File: src/rtl/mem_responder.sv
// mem_responder
//   Memory-side responder for the L1 cache line interface. Each accepted
//   request moves one 128-bit line to or from a 32-bit single-port synchronous
//   SRAM as four word beats, and the request finishes with a one-cycle
//   mem_ready pulse.
//
//   Flow: IDLE -> (WAIT for LAT cycles, only if LAT > 0) -> WR or RD -> DONE -> IDLE
//
// Parameters
//   LAT      extra wait cycles before each SRAM access sequence (0 allowed)
//   SRAM_AW  SRAM word-address width; the SRAM holds 2^(SRAM_AW-2) lines
//
// Ports
//   clk, proc_reset_n      rising-edge clock; asynchronous active-low reset
//   mem_read, mem_write    line requests, held high until mem_ready
//   mem_addr, mem_wdata    line address and write line (word k = [32k+31:32k])
//   mem_rdata, mem_ready   read line (held between reads); completion pulse
//   sram_cs, sram_we,
//   sram_addr, sram_wdata  SRAM access port; address and data are 0 while cs=0
//   sram_rdata             SRAM read word, valid the cycle after a read access
//   proto_err              sticky protocol-error flag
//
// Handshake: a request is sampled only in IDLE. The requester keeps its
// request line and mem_addr stable until it sees mem_ready=1. The still-high
// request during DONE is not re-accepted. A new request may be raised in the
// cycle right after DONE and is accepted in that cycle.
//
// Optional feature: define MEM_RESP_PROTO_CHK_EN to build the protocol checker
// that drives proto_err. Otherwise proto_err is tied to 0.
module mem_responder #(
  parameter int LAT     = 4,
  parameter int SRAM_AW = 10
) (
  input  logic                clk,
  input  logic                proc_reset_n,
  input  logic                mem_read,
  input  logic                mem_write,
  input  logic [27:0]         mem_addr,
  input  logic [127:0]        mem_wdata,
  output logic [127:0]        mem_rdata,
  output logic                mem_ready,
  output logic                sram_cs,
  output logic                sram_we,
  output logic [SRAM_AW-1:0]  sram_addr,
  output logic [31:0]         sram_wdata,
  input  logic [31:0]         sram_rdata,
  output logic                proto_err
);

  typedef enum logic [2:0] {IDLE, WAIT, WR, RD, DONE} state_t;

  localparam logic [15:0] LAT_M1 = (LAT > 0) ? 16'(LAT - 1) : 16'd0;

  state_t         state, state_nx;
  logic [2:0]     beat, beat_nx;     // RD uses beat 4 as the capture-only cycle
  logic [15:0]    cnt, cnt_nx;
  logic           is_wr;
  logic [27:0]    addr_q;
  logic [127:0]   wdata_q;
  logic           accept;
  logic           issue_rd;
  logic           cap_en;            // a read word arrives on sram_rdata this cycle
  logic [1:0]     cap_idx;

  always_ff @(posedge clk or negedge proc_reset_n) begin
    if (!proc_reset_n) begin
      state     <= IDLE;
      beat      <= '0;
      cnt       <= '0;
      is_wr     <= 1'b0;
      addr_q    <= '0;
      wdata_q   <= '0;
      cap_en    <= 1'b0;
      cap_idx   <= '0;
      mem_rdata <= '0;
    end else begin
      state   <= state_nx;
      beat    <= beat_nx;
      cnt     <= cnt_nx;
      cap_en  <= issue_rd;
      cap_idx <= beat[1:0];
      if (accept) begin
        is_wr  <= mem_write;
        addr_q <= mem_addr;
        if (mem_write) wdata_q <= mem_wdata;
      end
      if (cap_en) begin
        for (int k = 0; k < 4; k++) begin
          if (cap_idx == 2'(k)) mem_rdata[32*k +: 32] <= sram_rdata;
        end
      end
    end
  end

  always_comb begin
    state_nx   = state;
    beat_nx    = beat;
    cnt_nx     = cnt;
    accept     = 1'b0;
    issue_rd   = 1'b0;
    mem_ready  = 1'b0;
    sram_cs    = 1'b0;
    sram_we    = 1'b0;
    sram_addr  = '0;
    sram_wdata = '0;
    case (state)
      IDLE: begin
        if (mem_write || mem_read) begin
          accept  = 1'b1;
          beat_nx = '0;
          if (LAT > 0) begin
            state_nx = WAIT;
            cnt_nx   = LAT_M1;
          end else begin
            state_nx = mem_write ? WR : RD;
          end
        end
      end
      WAIT: begin
        if (cnt == 16'd0) state_nx = is_wr ? WR : RD;
        else              cnt_nx   = cnt - 16'd1;
      end
      WR: begin
        sram_cs   = 1'b1;
        sram_we   = 1'b1;
        sram_addr = {addr_q[SRAM_AW-3:0], beat[1:0]};
        case (beat[1:0])
          2'd0:    sram_wdata = wdata_q[31:0];
          2'd1:    sram_wdata = wdata_q[63:32];
          2'd2:    sram_wdata = wdata_q[95:64];
          default: sram_wdata = wdata_q[127:96];
        endcase
        if (beat == 3'd3) begin
          state_nx = DONE;
          beat_nx  = '0;
        end else begin
          beat_nx = beat + 3'd1;
        end
      end
      RD: begin
        if (beat < 3'd4) begin
          sram_cs   = 1'b1;
          sram_addr = {addr_q[SRAM_AW-3:0], beat[1:0]};
          issue_rd  = 1'b1;
          beat_nx   = beat + 3'd1;
        end else begin
          // Capture-only cycle: the last word lands in mem_rdata at this edge.
          state_nx = DONE;
          beat_nx  = '0;
        end
      end
      DONE: begin
        mem_ready = 1'b1;
        state_nx  = IDLE;
      end
      default: state_nx = IDLE;
    endcase
  end

`ifdef MEM_RESP_PROTO_CHK_EN
  logic busy;
  logic req_drop;
  logic addr_chg;
  logic both_req;

  assign busy     = (state != IDLE);
  assign req_drop = ((state == WAIT) || (state == WR) || (state == RD)) &&
                    (is_wr ? !mem_write : !mem_read);
  assign addr_chg = busy && (mem_addr != addr_q);
  assign both_req = mem_read && mem_write;

  always_ff @(posedge clk or negedge proc_reset_n) begin
    if (!proc_reset_n) proto_err <= 1'b0;
    else if (both_req || req_drop || addr_chg) proto_err <= 1'b1;
  end
`else
  // Upper address bits only feed the checker; without it they are dropped.
  logic unused_addr_bits;
  assign unused_addr_bits = ^addr_q[27:SRAM_AW-2];
  assign proto_err = 1'b0;
`endif

endmodule

File: config.mk
export PLATFORM = sky130hd
export DESIGN_NAME = mem_responder
export DESIGN_NICKNAME = d
export VERILOG_FILES = /design/src/rtl/mem_responder.sv
export SDC_FILE = /design/constraint.sdc
export NUM_CORES = 1
export LEC_CHECK = 0
export ABC_AREA = 1
export CAP_MARGIN = 30
export CORE_ASPECT_RATIO = 2
export CORE_MARGIN = 8
export CORE_UTILIZATION = 50
export CTS_CLUSTER_SIZE = 40
export DETAILED_ROUTE_END_ITERATION = 6
export PLACE_DENSITY = 0.93
export SETUP_SLACK_MARGIN = 0.2
export SLEW_MARGIN = 20
export SYNTH_ARGS = -nofsm -noshare
export SYNTH_HDL_FRONTEND = slang
export SYNTH_SLANG_ARGS = --single-unit
File: constraint.sdc
create_clock -name clk -period 4 [get_ports clk]
set_input_delay 0.4 -clock clk [delete_from_list [all_inputs] [get_ports clk]]
set_output_delay 0.4 -clock clk [all_outputs]
set_load 0.01 [all_outputs]
Word level (Yosys, flattened, before mapping)
Cells that the tools add are included.
- RAM bits: 0
- output and inout port bits: 174
- latch bits: 0
- memories: 0
- bits in read-only memories: 0
- register bits after elaboration: 290
- logic and storage cells: 69
- $add $sub $neg: 2
- bitwise operators: 0
- multipliers: 0
- equality and inequality tests: 15
- shift-type cells: 0
- reduce and logical (&&, ||, !) cells: 15
- div/mod/pow operators: 0
- $lt $le $gt $ge: 1
- mux-type cells: 24
- operator list (kind ; count):
    $pmux W32 S3 ; 1
    $mux W16 ; 2
    $mux W32 ; 1
    $pmux W16 S2 ; 1
    $mux W3 ; 7
    $pmux W10 S2 ; 1
    $logic_not A16 Y1 ; 1
    $sub A16 B1 Y16 const B ; 1
    $pmux W3 S4 ; 1
    $reduce_and A2 Y1 ; 6
    $mux W10 ; 1
    $ne A2 B2 Y1 const B ; 5
    $eq A3 B2 Y1 const B ; 3
    $pmux W3 S3 ; 1
    $mux W1 ; 7
    $eq A2 B2 Y1 const B ; 3
    $eq A2 B1 Y1 const B ; 2
    $logic_not A2 Y1 ; 2
    $reduce_and A4 Y1 ; 1
    $add A3 B1 Y3 const B ; 1
    $eq A3 B1 Y1 const B ; 1
    $eq A3 B3 Y1 const B ; 1
    $logic_not A3 Y1 ; 1
    $lt A3 B3 Y1 const B ; 1
    other kinds (5) ; 5

Depth between registers and ports, before layout
- word-level depth: 4
- gate-level depth with buffers: 9

Least setup slack after synthesis
Ideal clock, no wire load.
- kind: flip-flop to output port
- from: register beat[0]
- to: output sram_wdata[10]
- arrival: 1436 ps
- slack: 2164 ps
- stages on the path, launching flop included: 7
- cell sequence: dfrtp_1 > ha_1 > clkbuf_1 > inv_1 > clkbuf_1 > o21ai_0 > a31oi_1
- longest elaborated chain between the ends: 3
- RTL lines (what ; line ; RTL):
    start, declared ; 55 ; logic [2:0] beat, beat_nx;
    start signal, assigned ; 78 ; beat <= beat_nx;
    $eq A2 B2 Y1, or another cell as far along ; 127 ; case (beat[1:0])
    $pmux W32 S3 (*) ; 127 ;
    $mux W32 (*) ; 106 ; case (state)
    end, declared ; 45 ; output logic [31:0] sram_wdata,
Mark *: on every way between the ends. The rest lies on a longest branch, timed or not.

Final worst setup path
- from: register beat[0]
- to: output sram_wdata[27]
The elaborated chain is that of the path after synthesis.

==> flow_summary.yaml <==
clocking:
  h-tree-depth: 1
  postCtsHoldBufs: 1
  postCtsSetupBuffers: 0
  clk_latency_ns: 0.53
  cts_sinks: 290
  cts_tree: "done"
  clk_pin_slew_ns: 0.07
  root_buffer: "clkbuf_16"
  numCtsBuffers: 26
  cts_repair_resize_count: 0
  cts.path.max_buffers: 3
logic_synthesis:
  yosysTopAreaCell: "dfrtp_1"
  avgSynthCellArea_um2: 10.42
  syn_area_um2: 12100
  yosys-top-cells-area: "dfrtp_1, mux2_1, nand2_1"
  synth_seq_cells: 290
  yosysSeqAreaShare_pct: 59.99
  synth_nets: 1359
  synthCells: 1161
  synth_cell_types: 27
  yosysTopAreaCellShare_pct: 59.99
  ys_warn_count: 0
sta:
  layout_min_cycle_time_ns: 3.533
  rsz0062_at_grt: "false"
  finalSetupTns_ns: 0
  slew_violations: 0
  finalSetupViolations: 0
  hold_viol: 0
  fmax_mhz: 283.0
  tightest_slew_ns: 0.9681
  skew_ns: 0.01663
  slew_headroom_pct: 35.39
  period_share_pct: 88.33
placed_design:
  port-buffer-count: 344
  dp_hpwl_mm: 27.71
  place.gp.congestion: 0.8493
setup_path:
  cp.required_ns: 3.60
  arrival_ns: 3.13
  cp_slowest_cell: "inv_1"
  r2r-start: "cnt[0]"
  crit_type: "register to primary output"
  r2r_slack_ns: 1.86
  path_max_fanout: 27
  reg2regPathDepth: 7
  slowest_delay_ns: 0.70
  end_kind: "primary output"
  crit_chain: "ha_1, inv_1, buf_4, o21ai_0, a31oi_1, clkdlybuf4s50_1"
  startpoint_type: "register"
  r2r_end: "cnt[15]"
floorplanning:
  die_w_um: 126.0
  initial_core_util_pct: 50.78
  num_rows: 80
  die_area_um2: 29730
  die_height_um: 236.0
  core_um2: 23820
  io_pins: 366
routing:
  via_per_inst: 5.553
  drt_iter0_drc: 675
  wl_per_cell_um: 21.40
  post-route-drc-count: 0
  vias: 10020
  postRouteAntennaNets: 0
  first_pass_iters: 6
  routed_wl_mm: 38.60
global_routing:
  grt_pass1_vias: 10600
  grt_pass1_wl_mm: 59.00
  antenna_found_initial: 12
  grt_use_total_pct: 25.41
  overflow: 0
  grt_max_degree: 126
power_and_ir_drop:
  total_power_mw: 12.50
  leakagePower_nw: 7.500
  ir_worst_vdd_uv: 537.2
  power_density_nw_per_um2: 748.4
min_path:
  hold-path-endpoint: "addr_q[0]"
  worstHoldStart: "mem_addr[0]"
  hold_depth: 3
  min-delay-path-class: "primary input to register"
status:
  status: "completed"
cells_and_area:
  syn_to_final_growth_pct: 38.07
  nFillCells: 1600
  drive_gt1_share_pct: 6.636
  nets: 1686
job:
  maxCapViolCount: 0
-- metrics by stage --
stage | cell area (um2) | cells | utilization [%] | setup slack [ns] | hold slack, ns
after floorplan | 12100 | 1161 | - | 2.164 | 0.1044
after global placement | 15780 | 1744 | 66.23 | 1.128 | 0.4335
after detailed placement | 15830 | 1746 | 66.46 | 1.057 | 0.4534
after CTS | 16680 | 1794 | 70.01 | 0.4421 | 0.4221
after global routing | 16700 | 1803 | 70.10 | 0.2978 | 0.4378
final | 16700 | 1804 | 70.11 | 0.4668 | 0.4428
-- worst max path at each step --
stage | from | end | slack [ns] | cells past startpoint
2_1_floorplan | beat[0] | sram_wdata[10] | 2.16 | 6
6_report | beat[0] | sram_wdata[27] | 0.47 | 6
4_1_cts | beat[0] | sram_wdata[27] | 0.44 | 6
3_5_place_dp | beat[0] | sram_wdata[11] | 1.06 | 5
3_3_place_gp | beat[0] | sram_wdata[27] | 1.13 | 6
5_1_grt | beat[0] | sram_wdata[29] | 0.30 | 6
-- routing by layer --
layer  vias to the layer above  track usage [%]  wire length [um]
li1                       4516                -                 -
met1                      4883            25.52             12960
met2                       470            45.65             20390
met3                       142            5.243              2448
met4                         6            17.87              2761
met5                         -                0                42
-- worst max-delay path: cells and delay by family (launching register included) --
| family | cells | cell delay, ns |
|---|---|---|
| buffers and inverters | 3 | 1.59 |
| flip-flops | 1 | 0.45 |
| AO/OA/AOI/OAI | 2 | 0.30 |
| adder cells (fa/ha/maj) | 1 | 0.25 |
-- placed cells by master (no fill, tap or decap), types with 2 or more instances in the layout --
cell / netlist / final
diode_2: 0 / 10
a31oi_1: 32 / 32
o21ai_1: 2 / 2
xor2_1: 4 / 4
buf_4: 13 / 11
xnor2_1: 2 / 2
mux2_1: 109 / 109
ha_1: 6 / 6
o21ai_0: 180 / 180
clkbuf_1: 44 / 9
nor2_4: 2 / 2
nor3_1: 2 / 2
inv_2: 4 / 4
a21oi_1: 33 / 33
nand3_1: 22 / 20
nand2_1: 270 / 267
nand3_2: 0 / 2
o21ai_2: 5 / 5
clkbuf_16: 0 / 27
nand2_2: 3 / 5
inv_1: 65 / 65
dfrtp_1: 290 / 290
nor2_2: 4 / 4
buf_16: 0 / 2
clkdlybuf4s50_1: 0 / 343
nor2_1: 41 / 41
clkinv_2: 0 / 2
buf_12: 0 / 4
clkbuf_8: 0 / 7
mux2_2: 19 / 19
-- cell families (layout without fill, tap and decap cells) --
kind of cell / after synthesis / after routing / share of synthesized area (%)
and+or+nand+nor: 345 / 345 / 11.24
DFF: 290 / 290 / 59.99
AOI/OAI and AO/OA: 253 / 253 / 11.05
buffers and inverters: 132 / 478 / 4.716
muxes: 128 / 128 / 11.92
adders and majority gates: 6 / 6 / 0.6206
xor gates and xnor gates: 6 / 6 / 0.4344
other: 1 / 11 / 0.03100
-- registers in the layout, indices dropped and copies added, names as in the netlist --
name       count
cnt           16
addr_q         8
beat           3
wdata_q      128
cap_en         1
mem_rdata    128
is_wr          1
state          3
cap_idx        2
-- power by group --
group,leakage [nW],total [mW],switching (mW),internal [mW]
Clock,0.408,2.45,1.08,1.38
Sequential,3.25,5.15,0.859,4.29
Combinational,3.84,4.90,2.52,2.38
Total,7.50,12.5,4.46,8.04
-- final cells by class --
cell class | count | area (um2) | area share (%)
Antenna cell | 10 | 25.02 | 0.1498
Clock buffer | 43 | 805.8 | 4.824
Clock inverter | 4 | 28.78 | 0.1723
Inverter | 69 | 259.0 | 1.551
Multi-Input combinational cell | 739 | 4292 | 25.69
Sequential cell | 290 | 7257 | 43.45
Tap cell | 287 | 359.1 | 2.150
Timing Repair Buffer | 362 | 3676 | 22.01
-- Yosys cell counts --
master,number
buf_6,3
nor3_1,2
inv_1,65
clkbuf_1,44
buf_2,3
o21ai_2,5
o21ai_0,180
nor2_2,4
dfrtp_1,290
inv_2,4
mux2_1,109
or2_2,1
mux2_2,19
nor2_1,41
o21ai_1,2
a31oi_1,32
ha_1,6
nor2_4,2
a21oi_1,33
xnor2_1,2
nand2_1,270
a21oi_4,1
nand3_1,22
conb_1,1
buf_4,13
xor2_1,4
nand2_2,3
No activity file was read; power rests on OpenSTA's default activity.
